<file path="src/rtl/chip8_keypad_pkg.sv">
// chip8_keypad_pkg: shared keypad constants, key map and scan FSM state type
//   NUM_KEYS  number of hex keys on the matrix
//   KEY_NONE  newest_key_down code meaning "no key event latched"
//   KEY_MAP   (row*4 + col) -> hex key code, row 0 top, col 0 left
package chip8_keypad_pkg;
    localparam int NUM_KEYS = 16;
    localparam logic [4:0] KEY_NONE = 5'd16;
    localparam logic [15:0][3:0] KEY_MAP = {
        4'hF, 4'hB, 4'h0, 4'hA,
        4'hE, 4'h9, 4'h8, 4'h7,
        4'hD, 4'h6, 4'h5, 4'h4,
        4'hC, 4'h3, 4'h2, 4'h1
    };
    typedef enum logic {DRIVE, SAMPLE} scan_state_t;
endpackage

</file>
<file path="src/rtl/chip8_key_debounce.sv">
// chip8_key_debounce: per-key scan-count debouncer
//   clk        in   clock
//   rst        in   synchronous active-high reset
//   raw        in   latest sampled key state (1 = held)
//   scan_done  in   one-cycle strobe after a full matrix scan
//   debounced  out  registered debounced key state
//   rise/fall  out  combinational strobes, high in the cycle before debounced flips 0->1 / 1->0
module chip8_key_debounce
    import chip8_keypad_pkg::*;
#(
    parameter int DEBOUNCE_SCANS = 3
) (
    input  logic clk,
    input  logic rst,
    input  logic raw,
    input  logic scan_done,
    output logic debounced,
    output logic rise,
    output logic fall
);
    localparam int CW = $clog2(DEBOUNCE_SCANS + 1);
    logic [CW-1:0] cnt;
    logic flip;
    // Flip on the scan that would bring the disagreement count to DEBOUNCE_SCANS.
    assign flip = scan_done && (raw != debounced) && (cnt == CW'(DEBOUNCE_SCANS - 1));
    assign rise = flip && !debounced;
    assign fall = flip && debounced;
    always_ff @(posedge clk) begin
        if (rst) begin
            cnt       <= '0;
            debounced <= 1'b0;
        end else if (scan_done) begin
            if (raw == debounced) begin
                cnt <= '0;
            end else if (flip) begin
                cnt       <= '0;
                debounced <= ~debounced;
            end else begin
                cnt <= cnt + 1'b1;
            end
        end
    end
endmodule

</file>
<file path="src/rtl/chip8_keypad.sv">
// chip8_keypad: 4x4 active-low matrix keypad scanner, debouncer and newest-key latch
//   instruction_clk        in   sole clock
//   rst                    in   synchronous active-high reset
//   key_cols_n[3:0]        in   async active-low columns
//   clear_newest_key_down  in   pulse: discard latched newest key
//   key_rows_n[3:0]        out  one-hot-low row drive
//   input_keys[15:0]       out  debounced key image, bit k = hex key k
//   newest_key_down[4:0]   out  latest key event code, 16 = none
// Build option CHIP8_KEYPAD_RELEASE_EN: latch events on key release instead of press.
module chip8_keypad
    import chip8_keypad_pkg::*;
#(
    parameter int SETTLE_TICKS   = 3,
    parameter int DEBOUNCE_SCANS = 3
) (
    input  logic        instruction_clk,
    input  logic        rst,
    input  logic [3:0]  key_cols_n,
    input  logic        clear_newest_key_down,
    output logic [3:0]  key_rows_n,
    output logic [15:0] input_keys,
    output logic [4:0]  newest_key_down
);
`ifdef CHIP8_KEYPAD_RELEASE_EN
    localparam bit RELEASE_EV = 1'b1;
`else
    localparam bit RELEASE_EV = 1'b0;
`endif
    localparam int SW = $clog2(SETTLE_TICKS + 1);

    scan_state_t         state;
    logic [1:0]          row;
    logic [SW-1:0]       settle;
    logic [3:0]          cols_meta, cols_sync;
    logic [NUM_KEYS-1:0] raw, rise, fall, ev;
    logic                scan_done;
    logic [4:0]          ev_code;

    for (genvar k = 0; k < NUM_KEYS; k++) begin : g_key
        chip8_key_debounce #(.DEBOUNCE_SCANS(DEBOUNCE_SCANS)) u_db (
            .clk       (instruction_clk),
            .rst       (rst),
            .raw       (raw[k]),
            .scan_done (scan_done),
            .debounced (input_keys[k]),
            .rise      (rise[k]),
            .fall      (fall[k])
        );
    end

    assign ev = RELEASE_EV ? fall : rise;

    // Lowest key code wins when several keys flip on the same scan.
    always_comb begin
        ev_code = KEY_NONE;
        for (int k = NUM_KEYS - 1; k >= 0; k--)
            if (ev[k]) ev_code = 5'(k);
    end

    always_ff @(posedge instruction_clk) begin
        if (rst) begin
            state           <= DRIVE;
            row             <= 2'd0;
            settle          <= '0;
            key_rows_n      <= 4'b1110;
            raw             <= '0;
            scan_done       <= 1'b0;
            cols_meta       <= 4'hF;
            cols_sync       <= 4'hF;
            newest_key_down <= KEY_NONE;
        end else begin
            cols_meta <= key_cols_n;
            cols_sync <= cols_meta;
            scan_done <= 1'b0;
            case (state)
                DRIVE: begin
                    if (settle == SW'(SETTLE_TICKS - 1)) begin
                        settle <= '0;
                        state  <= SAMPLE;
                    end else begin
                        settle <= settle + 1'b1;
                    end
                end
                SAMPLE: begin
                    for (int c = 0; c < 4; c++)
                        raw[KEY_MAP[{row, 2'(c)}]] <= ~cols_sync[c];
                    row        <= row + 2'd1;
                    key_rows_n <= ~(4'b0001 << (row + 2'd1));
                    scan_done  <= (row == 2'd3);
                    state      <= DRIVE;
                end
                default: state <= DRIVE;
            endcase
            // A new event beats a simultaneous clear so no key is ever lost.
            if (ev_code != KEY_NONE)
                newest_key_down <= ev_code;
            else if (clear_newest_key_down)
                newest_key_down <= KEY_NONE;
        end
    end
endmodule

</file>
<file path="config.mk">
export PLATFORM = sky130hd
export DESIGN_NAME = chip8_keypad
export DESIGN_NICKNAME = d
export VERILOG_FILES = /design/src/rtl/chip8_keypad_pkg.sv /design/src/rtl/chip8_key_debounce.sv /design/src/rtl/chip8_keypad.sv
export SDC_FILE = /design/constraint.sdc
export NUM_CORES = 1
export LEC_CHECK = 0
export ABC_CLOCK_PERIOD_IN_PS = 2400
export BUFFER_PORTS_ARGS = -buffer_cell sky130_fd_sc_hd__buf_2
export CORE_MARGIN = 2
export CORE_UTILIZATION = 38
export DETAILED_ROUTE_END_ITERATION = 8
export HOLD_SLACK_MARGIN = 0.08
export SYNTH_ARGS = -nofsm -noshare
export SYNTH_HDL_FRONTEND = slang
export SYNTH_SLANG_ARGS = --single-unit
</file>
<file path="constraint.sdc">
create_clock -name instruction_clk -period 2.4 [get_ports instruction_clk]
set_clock_uncertainty 0.1 [all_clocks]
set_input_delay 0.12 -clock instruction_clk [delete_from_list [all_inputs] [get_ports instruction_clk]]
set_output_delay 0.12 -clock instruction_clk [all_outputs]
set_load 0.005 [all_outputs]
</file>
======== After elaboration in Yosys (flattened, before gate mapping) ========
Index checks and enable logic that the tools add are counted.
word-level totals
  register bits after elaboration ......... 87
  input port bits ......................... 7
  output and inout port bits .............. 25
  word-level logic and storage cells ...... 320
operators by class
  $add $sub $neg .......................... 18
  $lt $le $gt $ge ......................... 12
  equal/unequal tests ..................... 51
  shift-type cells ........................ 1
  multiplexer cells ....................... 73
  bitwise logic cells ..................... 38
  reduce and logical (&&, ||, !) cells .... 86
operators with widths
  cell                 count
  $mux 5               18
  $mux 2               33
  $bwmux 16            4
  $logic_and 1x1->1    52
  $reduce_and 3->1     16
  $lt 4x5->1 const B   8
  $not 1->1            37
  $add 2x1->2 const B  18
  $eq 2x2->1 const B   18
  $bmux 4 s2           4
  $demux 1 s4          4
  $eq 1x1->1           16
  $ge 4x1->1 const B   4
  $logic_not 1->1      16
  $mux 4               4
  $ne 1x1->1           16
  $mux 1               5
  $ne 5x5->1 const B   1
  $not 4->4            1
  $shl 1x2->4 const A  1
  $pmux 1 s2           1
  $reduce_bool 2->1    1
  $reduce_or 2->1      1

======== Depth between registers and ports, before layout ========
Gate-level depths: netlist of run 1.
  depth after elaboration ................. 22
  mapped depth ............................ 8
  depth with buffers taken out ............ 7

======== Cells and area by module ========
From an unflattened synthesis of run 1, not the netlist that was laid out.
second synthesis, totals
  cell total of the unflattened synthesis .. 483
  area, all modules ....................... 4465.5 µm²
modules (own cells, without submodules)
  module              times used  cells an instance  area each (µm²)  sequential area each (µm²)
  chip8_key_debounce  16          16                 157.7            60.1
  chip8_keypad        1           227                1943.1           780.7

======== Least setup slack after synthesis of run 1 ========
OpenSTA, ideal clock, no wires.
  path kind ............................... register -> register
  from .................................... register row[1]
  to ...................................... register raw[0]
  library setup time ...................... 0.086 ns
  arrival time ............................ 1.630 ns
  required time ........................... 2.214 ns
  slack ................................... 0.585 ns
  stages on the path, launching flop included .. 8
  buffers on the path ..................... 2
  clock period less this slack ............ 1.815 ns
  cell sequence ........................... dfxtp_1 > inv_1 > ha_1 > clkbuf_1 > clkbuf_1 > a41oi_1 > o31ai_1 > a211oi_1
on the way
  cells in the longest elaborated chain, start to end .. 10
  elaborated cells on any way between the ends .. 32
  those cells by class .................... 8 x order compare; 20 x mux; 4 x reduce/logical
ends and longest elaborated chain
  what                                                                   RTL line            text
  start: declaration                                                     chip8_keypad.sv:32  logic [1:0] row;
  start signal: assignment                                               chip8_keypad.sv:87  row <= row + 2'd1;
  $bmux 4 s2                                                             chip8_keypad.sv:86  raw[KEY_MAP[{row, 2'(c)}]] <= ~cols_sync[c];
  $mux 4 (implied by the code)                                           chip8_keypad.sv:86
  $lt 4x5->1 (implied by the code) / $ge 4x1->1 (equally long branches)  chip8_keypad.sv:86
  $logic_and 1x1->1 (implied by the code)                                chip8_keypad.sv:86
  $mux 1 (implied by the code)                                           chip8_keypad.sv:86
  $demux 1 s4                                                            chip8_keypad.sv:86
  $bwmux 16 (3 in a row)                                                 chip8_keypad.sv:86
  $bwmux 16 *                                                            chip8_keypad.sv:86
  end signal: indexed assignment                                         chip8_keypad.sv:86
  end: declaration                                                       chip8_keypad.sv:35  logic [NUM_KEYS-1:0] raw, rise, fall, ev;
Mark *: on every way between the ends. The rest lies on a longest branch, timed or not. The select of a mux whose other input is x is not followed.
A chain may end at the register's enable or synchronous reset.

======== Worst setup path in the final report of run 1 ========
Same ends and word-level chain as after synthesis.

==> results of run 1 <==
## power by group through the flow
stage          clock network (mW)  registers, mW  logic (mW)
3_5_place_dp                    0           1.51      0.0970
3_3_place_gp                    0           1.51      0.0953
4_1_cts                      1.47           1.48       0.104
6_report                     1.43           1.48       0.103
5_1_grt                      1.53           1.48       0.115
2_1_floorplan                   0           1.50      0.0754
## through the flow
stage	hold slack [ns]	total power [mW]	cells	instance area [um2]	setup slack (ns)
after floorplan	0.124	1.58	509	4410	0.585
after global placement	0.202	1.60	646	4580	0.512
after detailed placement	0.207	1.61	646	4580	0.460
after CTS	0.161	3.05	667	4940	0.454
after global routing	0.176	3.12	667	4940	0.262
final	0.163	3.01	667	4940	0.458
## path summary, 6_finish.rpt
path / end / slack [ns] / depth (start not counted)
setup / recovery: raw[0] / 0.46 / 6
hold / removal: g_key[4].u_db.debounced / 0.16 / 2
setup reg to reg: raw[0] / 0.46 / 6
hold reg to reg: cols_sync[3] / 0.31 / 1
## area by class of cell
class,instances,area share [%]
repair buffers,42,5.57
clock inverters,3,0.810
inverters,9,0.684
well taps,143,3.62
flip-flops and latches,87,35.3
multi-input cells,370,48.6
clock buffers,13,5.47
## cells by family after synthesis
logic type | count (synthesis)
adders and majority gates | 8
DFF | 87
buffers and inverters | 52
muxes | 25
and+or+nand+nor | 226
xor gates and xnor gates | 5
AOI/OAI and AO/OA | 106
## layout by cell type (no fill, tap or decap), drive strengths merged, types with 12 or more instances in the layout
master | Yosys | routed
a211oi | 12 | 12
a21oi | 58 | 58
buf | 18 | 37
clkbuf | 25 | 13
dfxtp | 87 | 87
mux2i | 23 | 23
nand2 | 13 | 13
nand2b | 59 | 59
nand3 | 17 | 17
nand3b | 29 | 29
nor2 | 58 | 58
nor3 | 13 | 13
## routing by layer
layer  up-vias  share of wire [%]
met5         -                  0
met4         0                1.4
met3        12                3.2
met2        49                 48
met1      1637                 47
li1       1780                  -
## critical path: stages (launching register included)
cell	delay, ns
dfxtp_1	0.41
inv_1	0.16
ha_1	0.54
a21oi_1	0.15
a41oi_1	0.18
o31ai_1	0.10
a211oi_1	0.22
## state kept, by name, indices dropped and copies added (netlist names)
register              cells
key_rows_n                4
g_key.u_db.debounced     16
row                       2
settle                    2
raw                      16
cols_meta                 4
state                     1
cols_sync                 4
g_key.u_db.cnt           32
newest_key_down           5
scan_done                 1
## what timing repair did
item,CTS,global route
endpoints found under the hold margin,7,0
setup endpoints to repair,0,0
hold buffers,5,0
==> flow_metrics.tcl, run 1 <==
set metrics [dict create \
    status "complete, no violations" \
    yosys.area.top_type "dfxtp_1" \
    htreeDepth 3 \
    path_class "reg -> reg" \
    gr-total-overflow 0 \
    synth_warnings 0 \
    ir_drop_uv 392 \
    clkLatencyLatePin_ns 0.34 \
    synth_top_area_share_pct 39.5 \
    syn2layout_area_growth_pct 12.0 \
    cp_max_fo 20 \
    final.period_utilization_pct 80.9 \
    globalRouteMet3Util_pct 4.35 \
    drive_gt1_share_pct 15.5 \
    nets 534 \
    synth_top_flop_cell "dfxtp_1" \
    initial_utilization_pct 38.8 \
    power_frac_seq_pct 49.1 \
    synth-compound-area-share_pct 15.7 \
    synth.most_common_cell "dfxtp_1" \
    cts_made_buffers 9 \
    cts_sinks 87 \
    fill_cells 1115 \
    die-area_um2 12500 \
    grtUsageMet1_pct 19.7 \
    switching_share_pct 20.6 \
    cts_tree "yes" \
    async_flop_share_pct 0 \
    antenna_left 0 \
    required_ns 2.55 \
    grt_pass1_wl_um 16000 \
    layout.area.seq_um2 1740 \
    wirelength_um 9430 \
    maxCapViolCount 0 \
    synth-edff-count 0 \
    power.density_nw_per_um2 609 \
    r2r_start "row[1]" \
    maxSlewHeadroom_pct 61.1 \
    endpoint_kind "flip-flop" \
    power_frac_clock_pct 47.5 \
    p_comb_share_pct 3.4 \
    grt_max_degree 59 \
    ctsResizeCount 0 \
    groute.usage.overall_pct 15.7 \
    rsz0062_at_grt "false" \
    io_buffers 31 \
    ios 32 \
    insertedDiodeCount 0 \
    synth_top_family_by_area "simple AND/OR/NAND/NOR gates" \
    die_w_um 112 \
    tightest_slew_ns 0.584 \
    wire_per_inst_um 14.1 \
    synth.area.top_cells "dfxtp_1 (39%), nand2b_1 (8.4%), a21oi_1 (6.6%)" \
    clockBufferDepth 2 \
    arrival_ns 2.10 \
    yosysSeqAreaShare_pct 39.5 \
    final_util_pct 43.5 \
    synth.avg_cell_area_um2 8.67 \
    synth_simple_gate_area_share_pct 29.7 \
    hp-class "in -> reg" \
    p_switching_mw 0.621 \
    drt_drc_violations_left 0 \
    ys_types 53 \
    fin_setup_tns_ns 0 \
    worstSetupStartpoint "row[1]" \
    muxShareOfSynthArea_pct 5.73 \
    num_vias 3478 \
    fmax_mhz 515 \
    hold_viol 0 \
    place_congestion 0.851 \
    min_period_ns 1.94 \
    cts_setup_buffers 0 \
    rows 39 \
    synth_xor_area_share_pct 0.992 \
    intPower_mw 2.39 \
    multi_input_area_um2 2400 \
    start_kind "flip-flop" \
    drt_iter0_drc 151 \
    synth-adder-area-share_pct 2.27 \
    path_clk_slew_ns 0.06 \
    core_um2 11400 \
    leakage_nw 1.88 \
    place_hpwl_um 6680 \
    syn_inst 509 \
    firstDrtPassIters 4 \
    drv_slew 0 \
    grt_util_met2_pct 26.4 \
    setup_viol 0 \
    antenna_found_initial 0 \
    synth_common_cells "dfxtp_1 (87), nand2b_1 (59), a21oi_1 (58), nor2_1 (58), clkbuf_1 (25)" \
    synth_area_um2 4410 \
    synth_seq_cells 87 \
    grt_pass1_vias 3296 \
    top_usage_layer "met2" \
    die_h_um 112 \
    routed_via_density 5.21 \
    clock-root-buffer "clkbuf_16" \
    synth.net_count 524 \
    worstHoldStart "rst" \
]
(Power assumes the default switching activity.)
==> run 2, diff against run 1 <==
Settings changed: ABC_CLOCK_PERIOD_IN_PS 2400 to 1700.
Clock period 2.4 ns to 1.7 ns, I/O delays scaled along.
==> flow_metrics.tcl, run 2 (synthesis gave the netlist of run 1 again) <==
set metrics [dict create \
    htreeDepth 3 \
    grt_max_degree 58 \
    failed_checks "negative setup slack" \
    min_period_ns 1.78 \
    drt_drc_violations_left 0 \
    maxCapViolCount 0 \
    die_h_um 112 \
    hold_depth 1 \
    r2r_slack_ns -0.08 \
    firstDrtPassIters 4 \
    start_kind "flip-flop" \
    rr_endpoint "newest_key_down[0]" \
    power_frac_clock_pct 44.7 \
    core_um2 11400 \
    antenna_found_initial 0 \
    layout_common_cells "dfxtp_1 (84), buf_4 (66), nand2b_1 (59), a21oi_1 (58), nor2_1 (58)" \
    rsz0062_at_grt "true" \
    drv_slew 0 \
    clkLatencyLatePin_ns 0.34 \
    r2r_start "scan_done" \
    fin_hold_ws_ns 0.306 \
    fin_ws_ns -0.0780 \
    arrival_ns 1.91 \
    cts_made_buffers 9 \
    final.period_utilization_pct 105 \
    power.density_nw_per_um2 729 \
    fmax_mhz 562 \
    groute.usage.overall_pct 17.1 \
    top_register "g_key.u_db.cnt" \
    reg_top3 "g_key.u_db.cnt: 32 flops, g_key.u_db.debounced: 16 flops, raw: 16 flops" \
    wirelength_um 10800 \
    grt_pass1_wl_um 17300 \
    gr-total-overflow 0 \
    layout_commonest_cell "dfxtp_1" \
    initial_utilization_pct 38.8 \
    path_clk_slew_ns 0.06 \
    cp_max_fo 6 \
    p_comb_share_pct 4.3 \
    required_ns 1.83 \
    cts_sinks 87 \
    path_class "reg -> reg" \
    reg2regPathDepth 7 \
    intPower_mw 3.19 \
    dpl.cell_count 705 \
    endpoint_kind "flip-flop" \
    switching_share_pct 21.7 \
    final_cells 732 \
    setup_viol 2 \
    clock-root-buffer "clkbuf_16" \
    drt_iter0_drc 203 \
    tightest_slew_ns 0.401 \
    maxSlewHeadroom_pct 73.2 \
    place_congestion 0.804 \
    num_vias 3752 \
    antenna_left 0 \
    hold_viol 0 \
    status "finished with violations" \
    io_buffers 31 \
    ir_drop_uv 382 \
    die_w_um 112 \
    place_ws_ns -0.0885 \
    place_hpwl_um 7700 \
    cts_tree "yes" \
    die-area_um2 12500 \
    setup.worst_path.end "newest_key_down[0]" \
    hp-class "reg -> reg" \
    leakage_nw 2.22 \
    nets 601 \
    syn2layout_area_growth_pct 26.8 \
    largest_reg_flops 32 \
    wire_per_inst_um 14.8 \
    routed_via_density 5.13 \
    insertedDiodeCount 0 \
    clockBufferDepth 2 \
    worstSetupStartpoint "scan_done" \
    grt_pass1_vias 3545 \
    drive_gt1_share_pct 28.2 \
    power.total_mw 4.08 \
    ios 32 \
    power_frac_seq_pct 51.0 \
    rows 39 \
    p_switching_mw 0.886 \
    fill_cells 1075 \
]
run 2: cell count changes in the layout (fill, tap and decap cells not counted), moves of 3 or more:
| cell | delta |
|---|---|
| buf_4 | +62 |
| ha_1 | -6 |
| ha_2 | +5 |
| o22ai_1 | -3 |
run 2: worst min-delay path by stage:
stage | end | start
2_1_floorplan | cols_meta[0] | key_cols_n[0]
3_3_place_gp | cols_meta[2] | key_cols_n[2]
3_5_place_dp | cols_meta[2] | key_cols_n[2]
4_1_cts | cols_sync[2] | cols_meta[2]
5_1_grt | cols_sync[0] | cols_meta[0]
6_report | cols_sync[2] | cols_meta[2]
run 2: what timing repair did:
| action | 4_1_cts | 5_1_grt |
|---|---|---|
| hold endpoints to repair | 16 | 0 |
| gates cloned | 1 | 1 |
| buffers inserted | 4 | 2 |
| pin swaps | 3 | 6 |
| hold buffers | 6 | 0 |
| setup endpoints to repair | 6 | 20 |
| gates resized for setup | 8 | 21 |
run 2: stage by stage:
| stage | setup TNS (ns) | area [um2] | util, % |
|---|---|---|---|
| after floorplan | 0 | 4420 | - |
| after global placement | -0.140 | 5040 | 44.3 |
| after detailed placement | -0.228 | 5040 | 44.3 |
| after CTS | -0.0557 | 5450 | 47.9 |
| after global routing | -0.426 | 5600 | 49.2 |
| final | -0.0800 | 5600 | 49.2 |
run 2: power groups by stage:
stage / registers [mW] / clock network (mW) / logic [mW]
global placement: 2.13 / 0 / 0.154
global route: 2.08 / 1.97 / 0.193
floorplan: 2.12 / 0 / 0.107
finish: 2.08 / 1.82 / 0.175
detailed placement: 2.13 / 0 / 0.158
CTS: 2.08 / 1.86 / 0.169
run 2: cell type report:
type	count	area (um2)	share of cell area (%)
Clock buffer	13	260	4.65
Clock inverter	1	5.00	0.0894
Inverter	9	33.8	0.604
Multi-Input combinational cell	370	2520	45.1
Sequential cell	87	1750	31.2
Tap cell	143	179	3.20
Timing Repair Buffer	109	848	15.2
run 2: worst max-delay path, cell delays in order, from the launching register on:
cell and delay, ns:
dfxtp_4 0.38, buf_12 0.14, nand3b_1 0.17, buf_4 0.15, o22ai_2 0.06, o211ai_1 0.29, a2bb2oi_2 0.11, a211o_1 0.26
run 2: routing by layer:
layer / track usage [%] / routed length, um
met5: 0 / 0
met2: 27.4 / 5110
met1: 22.3 / 5070
met3: 2.83 / 296
met4: 9.14 / 342
